==> config.mk <==
export PLATFORM = sky130hd
export DESIGN_NAME = data_generator
export DESIGN_NICKNAME = d
export VERILOG_FILES = /design/src/rtl/data_generator.sv
export SDC_FILE = /design/constraint.sdc
export NUM_CORES = 1
export LEC_CHECK = 0
export ABC_AREA = 0
export BUFFER_PORTS_ARGS = -buffer_cell sky130_fd_sc_hd__buf_2
export CORE_UTILIZATION = 49
export DETAILED_ROUTE_END_ITERATION = 6
export PLACE_DENSITY = 0.81
export SETUP_SLACK_MARGIN = 0.1
export SLEW_MARGIN = 20
export SYNTH_ARGS = -nofsm -noshare
export SYNTH_HDL_FRONTEND = slang
export SYNTH_SLANG_ARGS = --single-unit
==> constraint.sdc <==
create_clock -name clk -period 1.82 [get_ports clk]
set_clock_uncertainty 0.05 [all_clocks]
set_input_delay 0.546 -clock clk [delete_from_list [all_inputs] [get_ports clk]]
set_output_delay 0.546 -clock clk [all_outputs]
set_load 0.005 [all_outputs]
==> src/rtl/data_generator.sv <==
// rtl/data_generator.sv - two-packet 4-phase bundled-data sender with synchronised ack
module data_generator #(
   parameter int                      WIDTH_packet = 14,
   parameter logic [WIDTH_packet-1:0] SENDVALUE1   = 14'b11001011111110,
   parameter logic [WIDTH_packet-1:0] SENDVALUE2   = 14'b10101111111101,
   parameter int                      FL           = 2,
   parameter int                      BL           = 1,
   parameter int                      REPEAT       = 0
) (
   input  logic                    clk,
   input  logic                    reset,
   output logic                    req,
   output logic [WIDTH_packet-1:0] data,
   input  logic                    ack,
   output logic [1:0]              sent_count,
   output logic                    done
);

   localparam int MAXL = (FL > BL) ? FL : BL;
   localparam int CW   = (MAXL < 2) ? 1 : $clog2(MAXL + 1);
   localparam logic [CW-1:0] FL_C = CW'(FL);
   localparam logic [CW-1:0] BL_C = CW'(BL);

   typedef enum logic [2:0] {
      FL_WAIT = 3'd0,
      REQ_HI  = 3'd1,
      REQ_LO  = 3'd2,
      BL_WAIT = 3'd3,
      DONE    = 3'd4
   } state_t;

   state_t                  state_q, state_d;
   logic [CW-1:0]           cnt_q, cnt_d;
   logic                    idx_q, idx_d;
   logic                    req_q, req_d;
   logic [WIDTH_packet-1:0] data_q, data_d;
   logic [1:0]              sent_q, sent_d;
   logic                    done_q, done_d;
   logic                    ack_meta_q, ack_meta_d;
   logic                    ack_s_q, ack_s_d;

   // ack comes from another clock domain; only ack_s_q may reach the FSM
   always_comb begin
      ack_meta_d = ack;
      ack_s_d    = ack_meta_q;
   end

   always_ff @(posedge clk or posedge reset) begin
      if (reset) begin
         ack_meta_q <= 1'b0;
         ack_s_q    <= 1'b0;
      end else begin
         ack_meta_q <= ack_meta_d;
         ack_s_q    <= ack_s_d;
      end
   end

   always_ff @(posedge clk or posedge reset) begin
      if (reset) begin
         state_q <= FL_WAIT;
         cnt_q   <= '0;
         idx_q   <= 1'b0;
         req_q   <= 1'b0;
         data_q  <= '0;
         sent_q  <= 2'd0;
         done_q  <= 1'b0;
      end else begin
         state_q <= state_d;
         cnt_q   <= cnt_d;
         idx_q   <= idx_d;
         req_q   <= req_d;
         data_q  <= data_d;
         sent_q  <= sent_d;
         done_q  <= done_d;
      end
   end

   always_comb begin
      state_d = state_q;
      cnt_d   = cnt_q;
      idx_d   = idx_q;
      req_d   = req_q;
      data_d  = data_q;
      sent_d  = sent_q;
      done_d  = done_q;
      case (state_q)
         FL_WAIT: begin
            // once the latency has elapsed the counter parks until the receiver has released ack
            if (cnt_q != FL_C) begin
               cnt_d = cnt_q + 1'b1;
            end else if (!ack_s_q) begin
               req_d   = 1'b1;
               data_d  = idx_q ? SENDVALUE2 : SENDVALUE1;
               cnt_d   = '0;
               state_d = REQ_HI;
            end
         end
         REQ_HI: begin
            if (ack_s_q) begin
               req_d   = 1'b0;
               state_d = REQ_LO;
            end
         end
         REQ_LO: begin
            if (!ack_s_q) begin
               if (sent_q != 2'd3) begin
                  sent_d = sent_q + 2'd1;
               end
               cnt_d   = '0;
               state_d = BL_WAIT;
            end
         end
         BL_WAIT: begin
            if (cnt_q != BL_C) begin
               cnt_d = cnt_q + 1'b1;
            end else begin
               cnt_d = '0;
               if (!idx_q) begin
                  idx_d   = 1'b1;
                  state_d = FL_WAIT;
               end else if (REPEAT != 0) begin
                  idx_d   = 1'b0;
                  state_d = FL_WAIT;
               end else begin
                  done_d  = 1'b1;
                  state_d = DONE;
               end
            end
         end
         DONE: begin
            state_d = DONE;
         end
         default: begin
            state_d = FL_WAIT;
         end
      endcase
   end

   assign req        = req_q;
   assign data       = data_q;
   assign sent_count = sent_q;
   assign done       = done_q;

endmodule

==> results of run 1 <==
## routing by layer
layer | vias to the layer above | track usage | routed length (um)
met2 | 17 | 0.253 | 537
met1 | 232 | 0.159 | 487
met3 | 2 | 0.0652 | 63
li1 | 240 | - | -
met5 | - | 0 | 0
met4 | 0 | 0.0387 | 10
## layout make-up
| cell class | instances | area share |
|---|---|---|
| Clock buffer | 3 | 0.0276 |
| Clock inverter | 1 | 0.00919 |
| Inverter | 3 | 0.0138 |
| Multi-Input combinational cell | 38 | 0.351 |
| Sequential cell | 15 | 0.459 |
| Tap cell | 15 | 0.0230 |
| Timing Repair Buffer | 19 | 0.116 |
## power groups by stage
stage / logic (W) / clock network (W) / registers [W]
finish: 0.000611 / 0.000192 / 0.000625
global route: 0.000679 / 0.000211 / 0.000659
CTS: 0.000620 / 0.000202 / 0.000627
detailed placement: 0.000618 / 0 / 0.000633
global placement: 0.000605 / 0 / 0.000625
floorplan: 0.000544 / 0 / 0.000610
## registers in the layout (all words and copies together), names as in the netlist
signal      flops
ack_meta_q      1
ack_s_q         1
cnt_q           2
data            3
done            1
idx_q           1
req             1
sent_count      2
state_q         3
## synthesized netlist by cell type, drive strengths merged
cell / count
dfrtp: 15
buf: 11
nor2: 4
a22o: 3
and2b: 3
inv: 3
nand2: 3
or2: 3
a21o: 2
mux2: 2
nor2b: 2
o21ai: 2
a2111oi: 1
a211o: 1
a21oi: 1
a2bb2oi: 1
and3b: 1
clkbuf: 1
conb: 1
ha: 1
mux2i: 1
nand2b: 1
nand3: 1
nand3b: 1
nor3b: 1
o21ba: 1
xor2: 1
## cell families after synthesis
logic type | count (synthesis) | synth area share
xor+xnor | 1 | 0.0115
fa+ha+maj | 1 | 0.0164
flops | 15 | 0.493
buf+inv | 15 | 0.130
mux | 3 | 0.0526
other cells | 1 | 0.00493
simple gates | 20 | 0.160
compound gates | 12 | 0.132
## worst paths after layout
| kind | to | depth (start not counted) |
|---|---|---|
| max | data[6] | 1 |
| min | ack_meta_q | 2 |
| max reg2reg | sent_count[1] | 3 |
| min reg2reg | ack_s_q | 0 |
| max in group asynchronous | cnt_q[0] | 2 |
| min in group clk | ack_s_q | 0 |
## through the flow
step	util	instances	setup slack, ps	cell area (um2)
floorplan	-	68	508	761
global placement	0.576	90	455	787
detailed placement	0.576	90	459	787
CTS	0.598	94	333	817
global route	0.598	94	305	817
finish	0.598	94	350	817
==> out/qor.yml, run 1 <==
crit_type: "reg2out"
dp_hpwl_um: 824
overflow: 0
seq_area_um2: 375
fillerInstances: 121
power.net_switching_w: 0.000514
layout_min_cycle_time_ps: 1470
critPathMaxFanout: 9
reg2reg_slack_ps: 440
final_common_cell: "buf_2"
p_total_w: 0.00143
grt_max_degree: 16
vias: 491
dieArea_um2: 1710
portBuffers: 19
syn_to_final_growth_pct: 7.40
crit_path_start_kind: "flip-flop"
crit_chain: "buf_2"
r2r_start: "state_q[2]"
synth_area_leaders: "dfrtp_1 (49%), buf_4 (11%), mux2_4 (3.9%)"
avgSynthCellArea_um2: 11.2
finalSetupTns_ps: 0
syn_nets: 72
cts_sinks: 15
syn_area_um2: 761
power.leakage_nw: 0.420
slew_headroom: 0.639
report.final.slew_viol_count: 0
layout-drive-gt1-share: 0.418
diodes: 0
setup_viol: 0
pwr-share-clk: 0.134
num_rows: 13
post_cts_buffers: 0
multi_input_area_um2: 287
postSynthCellCount: 68
cts_made_buffers: 3
vias_per_cell: 5.22
ys.warnings.count: 0
max_stage_delay_ps: 440
period_share: 0.808
path_buf_inv: 1
fmaxAchievable_mhz: 680
cp-end-kind: "primary output"
p_sw_frac: 0.360
die_y_um: 41.4
synth_top_area_cell: "dfrtp_1"
cpMaxStageDelayCell: "dfrtp_1"
cts_tree: "built"
yosys_register_bits: 15
yosysSeqAreaShare: 0.493
synth_top_area_frac: 0.493
h-tree-depth: 1
pwr-share-seq: 0.438
path_delay_family: "flip-flops"
clockRootBuffer: "clkbuf_4"
grt_pass1_vias: 460
antenna_left: 0
powerDensity_nw_per_um2: 1750
comb_power_share: 0.428
avgRoutedWirePerCell_um: 11.7
grt_pass1_wl_mm: 1.90
ios: 21
tightest_slew_ps: 541
hold_class: "in2async"
antenna_found_initial: 0
cts_resized: 0
drtIter0Drc: 6
rsz0062_at_grt: "no"
place.gp.congestion: 0.798
critPathLaunch: "data[9]"
maxCapViolCount: 0
core-area_um2: 1370
ys_types: 29
drt_wl_total_mm: 1.10
cts_buffer_depth: 2
drtPass1Iterations: 4
cts.clk_slew.worst_paths_ps: 90
nets: 84
ir_drop_v: 0.000892
status: "completed"
initial_core_util: 0.557
clock_latency_ps: 280
die_x_um: 41.4
drc_errors: 0
final_cell_mix: "buf_2 (19), dfrtp_1 (15), nor2_1 (4)"
hold_violations: 0
grt_usage: 0.145
hold_buffers: 0
p_int_w: 0.000914
crit_required_ps: 1220
fin_hold_ws_ps: 235
arrival_ps: 870
No activity file was read; power rests on OpenSTA's default activity.
==> inputs of run 2 (changes only) <==
==> constraint.sdc (replaced) <==
create_clock -name clk -period 1.5 [get_ports clk]
set_clock_uncertainty 0.05 [all_clocks]
set_input_delay 0.45 -clock clk [delete_from_list [all_inputs] [get_ports clk]]
set_output_delay 0.45 -clock clk [all_outputs]
set_load 0.005 [all_outputs]
==> run 2 against run 1 <==
Net effect:
- final cell count up 3.2%
- largest power group is now combinational cells
- clock power up 16%
- first-iteration DRC count is 17% higher
- largest cell class unchanged
==> out/qor.yml, run 2 (synthesized netlist as in run 1, its figures left out) <==
status: "completed"
layout_min_cycle_time_ps: 1360
fin_hold_ws_ps: 93.1
crit_required_ps: 1000
fmaxAchievable_mhz: 735
arrival_ps: 860
crit_chain: "buf_2"
layout_setup_ws_ps: 139
die_x_um: 41.4
cts.clk_slew.worst_paths_ps: 90
fillerInstances: 121
p_sw_frac: 0.355
path_delay_family: "flip-flops"
grt_max_degree: 16
syn_to_final_growth_pct: 10.2
p_int_w: 0.00113
hold_class: "in2async"
cts_resized: 0
grt_usage: 0.158
path_buf_inv: 1
post_cts_buffers: 0
comb_power_share: 0.442
place_ws_ps: 185
crit_type: "reg2out"
ios: 21
cts_buffer_depth: 2
setup_viol: 0
place.gp.congestion: 0.892
pwr-share-clk: 0.127
max_stage_delay_ps: 440
die_y_um: 41.4
cp-end-kind: "primary output"
clock_latency_ps: 280
drc_errors: 0
grt_pass1_vias: 464
reg2reg_slack_ps: 180
portBuffers: 19
power.net_switching_w: 0.000624
ir_drop_v: 0.00111
utilization: 0.614
maxCapViolCount: 0
layout-drive-gt1-share: 0.451
crit_path_start_kind: "flip-flop"
rsz0062_at_grt: "yes"
dieArea_um2: 1710
avgRoutedWirePerCell_um: 11.9
cts_made_buffers: 3
nets: 87
drtIter0Drc: 7
power.leakage_nw: 0.434
diodes: 0
clockRootBuffer: "clkbuf_4"
finalSetupTns_ps: 0
vias: 499
core-area_um2: 1370
hold_violations: 0
grt_pass1_wl_mm: 2.02
hold_buffers: 0
dp_hpwl_um: 887
cts_sinks: 15
cpMaxStageDelayCell: "dfrtp_2"
drtPass1Iterations: 2
period_share: 0.907
critPathMaxFanout: 9
initial_core_util: 0.557
h-tree-depth: 1
num_rows: 13
overflow: 0
report.final.slew_viol_count: 0
cts_tree: "built"
final_cell_mix: "buf_2 (19), dfrtp_1 (13), nor2_1 (4)"
final_common_cell: "buf_2"
antenna_left: 0
pwr-share-seq: 0.431
drt_wl_total_mm: 1.15
antenna_found_initial: 0
powerDensity_nw_per_um2: 2090
vias_per_cell: 5.14
## run 2: cell count changes in the layout (fill, tap and decap cells not counted), sizes merged
cell and change:
buf +3, clkbuf +1, clkinvlp -1
## run 2: power groups by stage
stage	Combinational [W]	Sequential [W]	Clock [W]
floorplan	0.000661	0.000740	0
global placement	0.000771	0.000744	0
detailed placement	0.000783	0.000757	0
CTS	0.000786	0.000751	0.000233
global route	0.000864	0.000794	0.000250
finish	0.000775	0.000755	0.000223
## run 2: worst min-delay path: cells and delay by family
| family | cells | cell delay [ps] |
|---|---|---|
| buffers and inverters | 3 | 340 |
## run 2: through the flow
step                      power [W]  instance area (um2)  cells
after CTS                   0.00177                  836     97
after global routing        0.00191                  838     97
final                       0.00175                  838     97
after global placement      0.00152                  810     93
after detailed placement    0.00154                  810     93
after floorplan             0.00140                  761     68
## run 2: final timing paths
kind,start,to,cells after the start
setup / recovery,data[9],data[4],1
hold / removal,reset,data[12],3
setup reg to reg,state_q[0],sent_count[1],3
hold reg to reg,ack_meta_q,ack_s_q,0
max in group asynchronous,reset,state_q[1],3
min in group clk,ack,ack_meta_q,1
## run 2: cell type report
class	count	area [um2]	share of cell area
clock buffers	4	26.3	0.0313
inverters	3	11.3	0.0134
multi-input cells	38	287	0.342
flip-flops and latches	15	378	0.451
well taps	15	18.8	0.0224
repair buffers	22	118	0.140
## run 2: per-layer routing
layer  vias up  wire length, um  track usage
met4         0                0       0.0387
li1        245                -            -
met3         0               69       0.0783
met1       237              495        0.186
met5         -                0            0
met2        17              588        0.256
==> inputs of run 3 (changes only) <==
--- a/config.mk
+++ b/config.mk
@@ -7,6 +7,7 @@
 export LEC_CHECK = 0
 export ABC_AREA = 0
 export BUFFER_PORTS_ARGS = -buffer_cell sky130_fd_sc_hd__buf_2
+export CORE_MARGIN = 5
 export CORE_UTILIZATION = 49
 export DETAILED_ROUTE_END_ITERATION = 6
 export PLACE_DENSITY = 0.81
==> run 3 against run 2 <==
Net effect:
- sequential share of layout area grew 0.75 points
- via count shrank 4.6%
- global-route usage fell by 4.5 points
- critical path depth stayed put
- routed wire length up 6.9%
- first-iteration DRC count down 29%
- clock power is essentially flat
- combinational power is essentially flat
- final cell count decreased by 1.0%
- critical endpoint is now data[5]
==> out/qor.yml, run 3 (synthesized netlist as in run 1, its figures left out) <==
arrival_ps: 860
avgRoutedWirePerCell_um: 12.8
syn_to_final_growth_pct: 8.39
reg2reg_depth: 3
drtPass1Iterations: 3
drtIter0Drc: 5
core-area_um2: 1490
cts.clk_slew.worst_paths_ps: 80
critPathMaxFanout: 9
drc_errors: 0
max_stage_delay_ps: 440
grt_max_degree: 16
nets: 85
final_common_cell: "buf_2"
drt_wl_total_mm: 1.23
cts_buffer_depth: 2
vias: 476
crit_chain: "buf_2"
final_cell_mix: "buf_2 (19), dfrtp_1 (13), nor2_1 (4)"
layout_min_cycle_time_ps: 1360
slew_headroom: 0.642
crit_required_ps: 1000
grt_pass1_vias: 480
finalSetupTns_ps: 0
place.gp.congestion: 0.817
ios: 21
path_buf_inv: 1
setup_viol: 0
cpMaxStageDelayCell: "dfrtp_2"
cts_sinks: 15
power.leakage_nw: 0.425
status: "completed"
cts_tree: "built"
cp_num_cells: 1
vias_per_cell: 4.96
overflow: 0
dp_hpwl_um: 962
r2r_start: "sent_count[0]"
die_y_um: 49.4
post_cts_buffers: 0
clock_latency_ps: 280
fin_hold_ws_ps: 145
antenna_left: 0
fin_cells: 96
critPathLaunch: "data[9]"
portBuffers: 19
cp-end-kind: "primary output"
layout-drive-gt1-share: 0.438
powerDensity_nw_per_um2: 2130
grt_pass1_wl_mm: 2.11
fmaxAchievable_mhz: 737
path_delay_family: "flip-flops"
hold_violations: 0
die_x_um: 49.4
clockRootBuffer: "clkbuf_4"
tightest_slew_ps: 536
maxCapViolCount: 0
period_share: 0.905
crit_type: "reg2out"
report.final.slew_viol_count: 0
r2r_end: "sent_count[1]"
ir_drop_v: 0.000976
num_rows: 14
reg2reg_slack_ps: 170
hold_class: "in2async"
h-tree-depth: 1
dieArea_um2: 2440
initial_core_util: 0.511
crit_path_start_kind: "flip-flop"
grt_usage: 0.112
rsz0062_at_grt: "yes"
cts_made_buffers: 3
antenna_found_initial: 0
diodes: 0
dp.cells: 92
[run 3: repair_timing]
item,CTS,global route
endpoints found under the hold margin,0,0
gates resized for setup,0,2
hold buffers,0,0
endpoints found under the setup margin,0,9
[run 3: cell type report]
class	count	area, um2
Fill cell	126	664
Sequential cell	15	378
Multi-Input combinational cell	38	287
Timing Repair Buffer	20	103
Clock buffer	4	26.3
Tap cell	16	20.0
Inverter	3	11.3
[run 3: where the power goes]
part / total, W / switching, W / internal (W)
registers: 0.000752 / 0.000177 / 0.000576
logic: 0.000777 / 0.000331 / 0.000447
clock network: 0.000226 / 0.000123 / 0.000103
[run 3: layer usage]
| layer | global-route usage | vias up | share of wire |
|---|---|---|---|
| met5 | 0 | - | 0 |
| met4 | 0.0655 | 0 | 0.019 |
| met3 | 0.0214 | 4 | 0.063 |
| met2 | 0.170 | 16 | 0.44 |
| met1 | 0.147 | 218 | 0.48 |
| li1 | - | 238 | - |
[run 3: worst max-delay path by stage]
stage | to | slack [ps]
floorplan | sent_count[1] | 190
global placement | sent_count[1] | 200
detailed placement | sent_count[1] | 170
CTS | data[7] | 110
global route | data[3] | 70
finish | data[5] | 140
[run 3: per-stage QoR]
stage / worst slack (ps) / cell area [um2] / utilization / total power [W]
2_1_floorplan: 188 / 761 / - / 0.00140
3_3_place_gp: 200 / 796 / 0.534 / 0.00152
3_5_place_dp: 172 / 796 / 0.534 / 0.00155
4_1_cts: 113 / 822 / 0.552 / 0.00178
5_1_grt: 73.3 / 825 / 0.554 / 0.00192
6_report: 142 / 825 / 0.554 / 0.00176
